`config.mk`:
```
export PLATFORM = sky130hd
export DESIGN_NAME = lb_cnt_ctrl
export DESIGN_NICKNAME = d
export VERILOG_FILES = /design/src/rtl/lb_cnt_ctrl.sv
export SDC_FILE = /design/constraint.sdc
export NUM_CORES = 1
export LEC_CHECK = 0
export CAP_MARGIN = 30
export CELL_PAD_IN_SITES_DETAIL_PLACEMENT = 1
export CELL_PAD_IN_SITES_GLOBAL_PLACEMENT = 2
export CORE_MARGIN = 3
export CORE_UTILIZATION = 22
export CTS_CLUSTER_DIAMETER = 200
export DETAILED_ROUTE_END_ITERATION = 10
export PLACE_DENSITY_LB_ADDON = 0.25
export SYNTH_ARGS = -nofsm -noshare
export SYNTH_HDL_FRONTEND = slang
export SYNTH_SLANG_ARGS = --single-unit
```
`constraint.sdc`:
```
create_clock -name CK -period 1.64 [get_ports CK]
set_input_delay 0.328 -clock CK [delete_from_list [all_inputs] [get_ports CK]]
set_output_delay 0.328 -clock CK [all_outputs]
set_load 0.02 [all_outputs]
```
`src/rtl/lb_cnt_ctrl.sv`:
```
// lb_cnt_ctrl: control stage for a chain of cascaded 4-bit loadable up/down counter slices
module lb_cnt_ctrl #(
  parameter int NSLICE = 2,
  localparam int W = 4 * NSLICE
) (
  input  logic         CK,
  input  logic         CD,
  input  logic         START,
  input  logic         STOP,
  input  logic [1:0]   MODE,
  input  logic         DIR,
  input  logic [W-1:0] RELOAD,
  input  logic         CNT_CO,
  input  logic [W-1:0] CNT_Q,
  output logic         CNT_SP,
  output logic         CNT_SD,
  output logic         CNT_CON,
  output logic         CNT_CI,
  output logic [W-1:0] CNT_D,
  output logic         TC_PULSE,
  output logic         BUSY,
  output logic [7:0]   TC_COUNT,
  output logic         ERR
);
  typedef enum logic [1:0] {S_IDLE, S_LOAD, S_VERIFY, S_RUN} state_t;
  state_t       r_state;
  logic [1:0]   r_mode;
  logic         r_dir;
  logic [W-1:0] r_reload;
  logic         r_tc_pulse;
  logic [7:0]   r_tc_count;
  logic         r_err;
  logic         w_run;
  logic         w_tc;
  logic         w_oneshot;
  logic         w_periodic;
  // mode 11 is folded into one-shot at capture, so only 00/01/10 reach r_mode
  assign w_run      = r_state == S_RUN;
  assign w_tc       = w_run & (CNT_CO == r_dir);
  assign w_oneshot  = r_mode == 2'b00;
  assign w_periodic = r_mode == 2'b01;
  // one-shot tc freezes the chain on the terminal value; periodic tc swaps the wrap for a reload
  always_comb begin
    CNT_SP = (r_state == S_LOAD) | (w_run & ~STOP & ~(w_tc & w_oneshot));
    CNT_SD = (r_state == S_LOAD) | (w_run & ~STOP & w_tc & w_periodic);
  end
  assign CNT_CON  = r_dir;
  assign CNT_CI   = r_dir;
  assign CNT_D    = r_reload;
  assign TC_PULSE = r_tc_pulse;
  assign BUSY     = r_state != S_IDLE;
  assign TC_COUNT = r_tc_count;
  assign ERR      = r_err;
  // sequencing IDLE -> LOAD -> VERIFY -> RUN, terminal-count bookkeeping and sticky readback error
  always_ff @(posedge CK or posedge CD) begin
    if (CD) begin
      r_state    <= S_IDLE;
      r_mode     <= 2'b00;
      r_dir      <= 1'b0;
      r_reload   <= '0;
      r_tc_pulse <= 1'b0;
      r_tc_count <= 8'd0;
      r_err      <= 1'b0;
    end else begin
      r_tc_pulse <= w_tc & ~STOP;
      case (r_state)
        S_IDLE: if (START & ~STOP) begin
          r_mode     <= (MODE == 2'b11) ? 2'b00 : MODE;
          r_dir      <= DIR;
          r_reload   <= RELOAD;
          r_tc_count <= 8'd0;
          r_state    <= S_LOAD;
        end
        S_LOAD: r_state <= S_VERIFY;
        S_VERIFY: if (CNT_Q != r_reload) begin
          r_err   <= 1'b1;
          r_state <= S_IDLE;
        end else r_state <= S_RUN;
        S_RUN: if (STOP) r_state <= S_IDLE;
        else if (w_tc) begin
          if (r_tc_count != 8'hFF) r_tc_count <= r_tc_count + 8'd1;
          if (w_oneshot) r_state <= S_IDLE;
        end
        default: r_state <= S_IDLE;
      endcase
    end
  end
endmodule

```
==> results.sh, run 1 <==
export IMPL_max_freq_mhz=599
export IMPL_grt_pass1_wl_um=6480
export IMPL_cts_max_level=1
export IMPL_drv_cap=0
export IMPL_period_minus_slack_ns=1.67
export IMPL_final_nets=224
export IMPL_synth_cells=130
export IMPL_p_leak_nw=1.09
export IMPL_drt_wirelength_per_cell_um=14.1
export IMPL_drt_pass1_iterations=4
export IMPL_synth_distinct_cells=36
export IMPL_yosysWarnings=0
export IMPL_num_antenna_cells=0
export IMPL_synth_edff_count=0
export IMPL_cts_buffer_depth=2
export IMPL_seqPwrFrac_pct=42.3
export IMPL_coreArea_um2=5200
export IMPL_cts_buffers=3
export IMPL_start_util_pct=23.3
export IMPL_min_path_type="input pin to async pin"
export IMPL_slew_headroom_pct=77.8
export IMPL_critical_path_class="register to output pin"
export IMPL_p_total_mw=1.64
export IMPL_ant_nets=0
export IMPL_grt_pass1_vias=1391
export IMPL_clock_sinks=23
export IMPL_layout_worst_path_cycle_share_pct=102
export IMPL_clockRootBuffer="clkbuf_8"
export IMPL_required_ns=1.31
export IMPL_final_hold_violation_count=0
export IMPL_ys_async_sr_fraction_pct=100
export IMPL_p_per_area_nw_per_um2=828
export IMPL_synth_flop_cell="dfrtp_1"
export IMPL_totalWireLength_um=3770
export IMPL_layout_setup_ws_ns=-0.0297
export IMPL_rsz0062_at_grt="true"
export IMPL_timing_final_max_slew_violations=0
export IMPL_internal_power_mw=1.10
export IMPL_cts_tree="yes"
export IMPL_grt_max_degree=24
export IMPL_syn_to_final_growth_pct=63.4
export IMPL_synth_nets=155
export IMPL_num_vias=1185
export IMPL_status="finished with violations"
export IMPL_violations="negative setup slack"
export IMPL_avgSynthCellArea_um2=9.34
export IMPL_ios=47
export IMPL_finalClockSkew_ns=0.00385
export IMPL_overflow=0
export IMPL_cp_max_fo=3
export IMPL_cp_start_kind="register"
export IMPL_antenna_found_initial=0
export IMPL_pwr_share_clk_pct=22.5
export IMPL_die_h_um=80.3
export IMPL_via_per_inst=4.42
export IMPL_p_sw_mw=0.546
export IMPL_worst_pin_slew_ns=0.334
export IMPL_hpwl_um=2900
export IMPL_rows=26
export IMPL_finalSetupTns_ns=-0.0297
export IMPL_syn_area_um2=1210
export IMPL_portBuffers=46
export IMPL_fillers=615
export IMPL_grt_total_usage_pct=12.7
export IMPL_end_kind="output pin"
export IMPL_switching_share_pct=33.3
export IMPL_arrival_ns=1.34
export IMPL_clk_pin_slew_ns=0.09
export IMPL_route_detailed_drc=0
export IMPL_die_x_um=80.3
export IMPL_gp_congestion=0.781
export IMPL_drive_gt1_share_pct=19.7
export IMPL_yosysSeqAreaShare_pct=47.4
export IMPL_worstSkewPairLatency_ns=0.27
export IMPL_ir_drop_uv=314
export IMPL_die_area_um2=6440
export IMPL_p_comb_share_pct=35.2
export IMPL_drt_iter0_drc=26
export IMPL_synth_seq_cells=23
export IMPL_final_core_utilization_pct=38.1
export IMPL_setup_violations=1
export IMPL_hold_buffers=0
export IMPL_hold_ws_ns=0.406
## Yosys cell counts (2+ instances only)
library cell   n  share of area (%)
nand2_1       40                 12
dfrtp_1       23                 47
xor2_1         8                5.8
inv_1          5                1.5
and3_1         4                2.1
nand3_1        4                1.6
nor2_1         4                1.2
a211o_1        3                2.2
a21oi_1        3                1.2
mux2i_1        3                2.5
nand3b_1       2                1.2
nand4_1        2                1.0
nor3_1         2               0.82
nor3b_1        2                1.2
nor4_1         2                1.0
o21ai_0        2               0.82
o311ai_0       2                1.4
## critical path, cell delays in order (launching register included)
cell and delay [ns]:
dfrtp_1 0.42, xnor2_2 0.17, a211o_1 0.29, nand2_1 0.08
buf_6 0.11
## cells by family (layout without fill, tap and decap cells)
group                      Yosys count  after routing  share of synthesized area, %
AOI/OAI and AO/OA                   15             15                          10.0
xor gates and xnor gates             9              9                          7.11
adders and majority gates            1              1                          1.03
buffers and inverters                9             77                          3.81
DFF                                 23             23                          47.4
muxes                                3              3                          2.47
and+or+nand+nor                     70             70                          28.1
## worst paths after layout
check                                        start                 endpoint  slack (ns)  cells past startpoint
hold / removal                                  CD     CNT_D[4]$_DFFE_PP0P_        0.41                      3
min in group CK                    ERR$_DFFE_PP0P_          ERR$_DFFE_PP0P_        0.47                      1
hold reg to reg                    ERR$_DFFE_PP0P_          ERR$_DFFE_PP0P_        0.47                      1
setup / recovery                CNT_CI$_DFFE_PP0P_                   CNT_SP       -0.03                      4
max in group asynchronous                       CD  TC_COUNT[6]$_DFFE_PP0P_        0.97                      3
setup reg to reg           TC_COUNT[0]$_DFFE_PP0P_  TC_COUNT[6]$_DFFE_PP0P_        0.08                      4
## stage by stage
| step | instance area, um2 | setup WS, ns | std cells |
|---|---|---|---|
| floorplan | 1220 | 0.000810 | 130 |
| global placement | 1910 | -0.602 | 262 |
| detailed placement | 1910 | -0.602 | 262 |
| CTS | 1950 | -0.104 | 266 |
| global route | 1980 | -0.111 | 268 |
| finish | 1980 | -0.0297 | 268 |
## power groups by stage
stage	Clock (mW)	Combinational [mW]	Sequential, mW
after detailed placement	0	0.590	0.709
final	0.369	0.578	0.695
after floorplan	0	0.203	0.771
after CTS	0.384	0.590	0.699
after global placement	0	0.579	0.707
after global routing	0.407	0.635	0.707
## layer usage
metal	part of all wire, %	vias to the layer above	routed length, um	global-route usage, %
met4	1.1	0	42	2.87
met2	51	34	1920	23.9
met1	43	568	1620	14.3
li1	-	577	-	-
met5	0	-	0	0
met3	4.9	6	183	2.91
## layout by cell type (no fill, tap or decap), drive strengths merged, types with 5 or more instances in the layout
cell type      count
dlygate4sd2       11
nand2             40
dfrtp             23
buf               25
clkdlybuf4s50     23
dlymetal6s2s       9
xor2               8
inv                5
## final cells by class
cell class	instances	area [um2]	share of cell area [%]
repair buffers	68	644	32.5
well taps	70	87.6	4.42
multi-input cells	98	611	30.8
clock buffers	3	41.3	2.08
clock inverters	1	5.00	0.252
inverters	5	18.8	0.946
flip-flops and latches	23	576	29.0
## timing repair
action	CTS	global route
endpoints found under the hold margin	0	0
resized for setup	28	11
setup buffers	0	3
pin swaps	4	3
setup endpoints to repair	14	15
## state kept, by name, indices dropped and copies added, names as in the netlist
signal / cells
CNT_D: 8
TC_COUNT: 8
r_mode: 2
r_state: 2
CNT_CI: 1
ERR: 1
TC_PULSE: 1
Note: power is estimated with default switching activity, not from simulation.
==> run 2, diff against run 1 <==
- PLACE_DENSITY_LB_ADDON: 0.25 -> 0.1
==> results.sh, run 2 (synthesis results as in run 1) <==
export IMPL_status="finished with violations"
export IMPL_violations="negative setup slack"
export IMPL_layout_setup_ws_ns=-0.0257
export IMPL_num_antenna_cells=0
export IMPL_hold_ws_ns=0.410
export IMPL_cpLargestDelayFamily="flip-flops"
export IMPL_final_cell_area_um2=1970
export IMPL_max_freq_mhz=600
export IMPL_antenna_found_initial=0
export IMPL_rr_endpoint="TC_COUNT[6]$_DFFE_PP0P_"
export IMPL_rows=26
export IMPL_rr_startpoint="r_state[0]$_DFFE_PP0P_"
export IMPL_ios=47
export IMPL_drv_cap=0
export IMPL_cp_max_fo=3
export IMPL_final_core_utilization_pct=37.9
export IMPL_worst_pin_slew_ns=0.307
export IMPL_slew_headroom_pct=79.3
export IMPL_min_path_type="input pin to async pin"
export IMPL_route_detailed_drc=0
export IMPL_crit_chain="xnor2_2, a211o_1, nand2_1, buf_6"
export IMPL_worst_r2r_path_depth=6
export IMPL_drt_iter0_drc=32
export IMPL_cpPeakStageDelay_ns=0.42
export IMPL_cts_buffer_depth=2
export IMPL_overflow=0
export IMPL_syn_to_final_growth_pct=62.7
export IMPL_critical_path_class="register to output pin"
export IMPL_cpMaxStageDelayCell="dfrtp_1"
export IMPL_grt_max_degree=24
export IMPL_grt_pass1_wl_um=6270
export IMPL_layout_worst_path_cycle_share_pct=102
export IMPL_rsz0062_at_grt="true"
export IMPL_grt_total_usage_pct=12.2
export IMPL_timing_final_max_slew_violations=0
export IMPL_die_h_um=80.3
export IMPL_die_x_um=80.3
export IMPL_ir_drop_uv=334
export IMPL_drt_pass1_iterations=4
export IMPL_clk_pin_slew_ns=0.08
export IMPL_placedCellCount=262
export IMPL_p_per_area_nw_per_um2=811
export IMPL_die_area_um2=6440
export IMPL_period_minus_slack_ns=1.67
export IMPL_num_vias=1183
export IMPL_cts_buffers=3
export IMPL_totalWireLength_um=3600
export IMPL_final_nets=223
export IMPL_ant_nets=0
export IMPL_start_util_pct=23.3
export IMPL_hpwl_um=2900
export IMPL_required_ns=1.31
export IMPL_place_area_um2=1890
export IMPL_portBuffers=46
export IMPL_final_hold_violation_count=0
export IMPL_gp_congestion=0.737
export IMPL_coreArea_um2=5200
export IMPL_r2r_slack_ns=0.08
export IMPL_p_leak_nw=1.09
export IMPL_cts_max_level=1
export IMPL_drive_gt1_share_pct=18.8
export IMPL_finalClockSkew_ns=0.00569
export IMPL_pre_cts_ws_ns=-0.577
export IMPL_worstSkewPairLatency_ns=0.26
export IMPL_drt_wirelength_per_cell_um=13.5
export IMPL_grt_pass1_vias=1328
export IMPL_arrival_ns=1.34
export IMPL_cts_tree="yes"
export IMPL_clockRootBuffer="clkbuf_8"
export IMPL_via_per_inst=4.43
export IMPL_cp_depth=4
export IMPL_mostFrequentLayoutCells="39 x nand2_1, 23 x dfrtp_1, 22 x clkdlybuf4s50_1"
export IMPL_final_common_cell="nand2_1"
export IMPL_cp_start_kind="register"
export IMPL_end_kind="output pin"
export IMPL_clock_sinks=23
export IMPL_path_buf_inv=1
export IMPL_setup_violations=1
export IMPL_final_cells=267
==> run 2: changes by cell type in the layout (fill, tap and decap cells not counted), sizes merged <==
cell / delta
clkdlybuf4s50: -1
clkbuf: +1
buf: -2
dlygate4sd2: -1
dlymetal6s2s: +2
clkdlybuf4s15: +1
clkinv: -1
==> run 2: area by class of cell <==
cell class	count	area [um2]
Fill cell	619	3230
Clock buffer	4	45.0
Timing Repair Buffer	67	637
Tap cell	70	87.6
Inverter	5	18.8
Sequential cell	23	576
Multi-Input combinational cell	98	611
==> run 2: timing repair <==
item,in CTS,in global routing
setup endpoints to repair,11,17
hold buffers,0,0
resized for setup,26,13
setup buffers,0,1
cloned,0,0
pin swaps,2,1
==> run 2: worst max-delay path by stage <==
stage / startpoint / end / slack, ns
floorplan: TC_COUNT[0]$_DFFE_PP0P_ / TC_COUNT[6]$_DFFE_PP0P_ / 0.0008
global placement: CNT_CO / CNT_SP / -0.56
detailed placement: CNT_CO / CNT_SD / -0.58
CTS: CNT_CI$_DFFE_PP0P_ / CNT_SP / -0.04
global route: CNT_CI$_DFFE_PP0P_ / CNT_SP / -0.09
finish: CNT_CI$_DFFE_PP0P_ / CNT_SP / -0.03
==> run 2: stage by stage <==
| step | total power [mW] | setup TNS (ns) |
|---|---|---|
| 5_1_grt | 1.71 | -0.289 |
| 6_report | 1.60 | -0.0257 |
| 3_5_place_dp | 1.28 | -2.76 |
| 3_3_place_gp | 1.27 | -2.20 |
| 4_1_cts | 1.64 | -0.0426 |
| 2_1_floorplan | 0.974 | 0 |
==> run 2: where the power goes <==
group	leakage [nW]	total [mW]	internal, mW	switching [mW]
registers	0.299	0.694	0.634	0.0599
logic	0.770	0.555	0.275	0.280
clock network	0.0228	0.352	0.173	0.178
==> run 2: metal layers <==
metal | global-route usage [%] | wire length [um] | up-vias
li1 | - | - | 579
met1 | 13.3 | 1440 | 576
met2 | 23.6 | 1970 | 26
met3 | 3.36 | 179 | 2
met4 | 2.03 | 19 | 0
met5 | 0 | 0 | -
==> run 2: tightest hold or removal path: cells and delay by family <==
| family | cells | cell delay, ns |
|---|---|---|
| buf+inv | 3 | 0.74 |
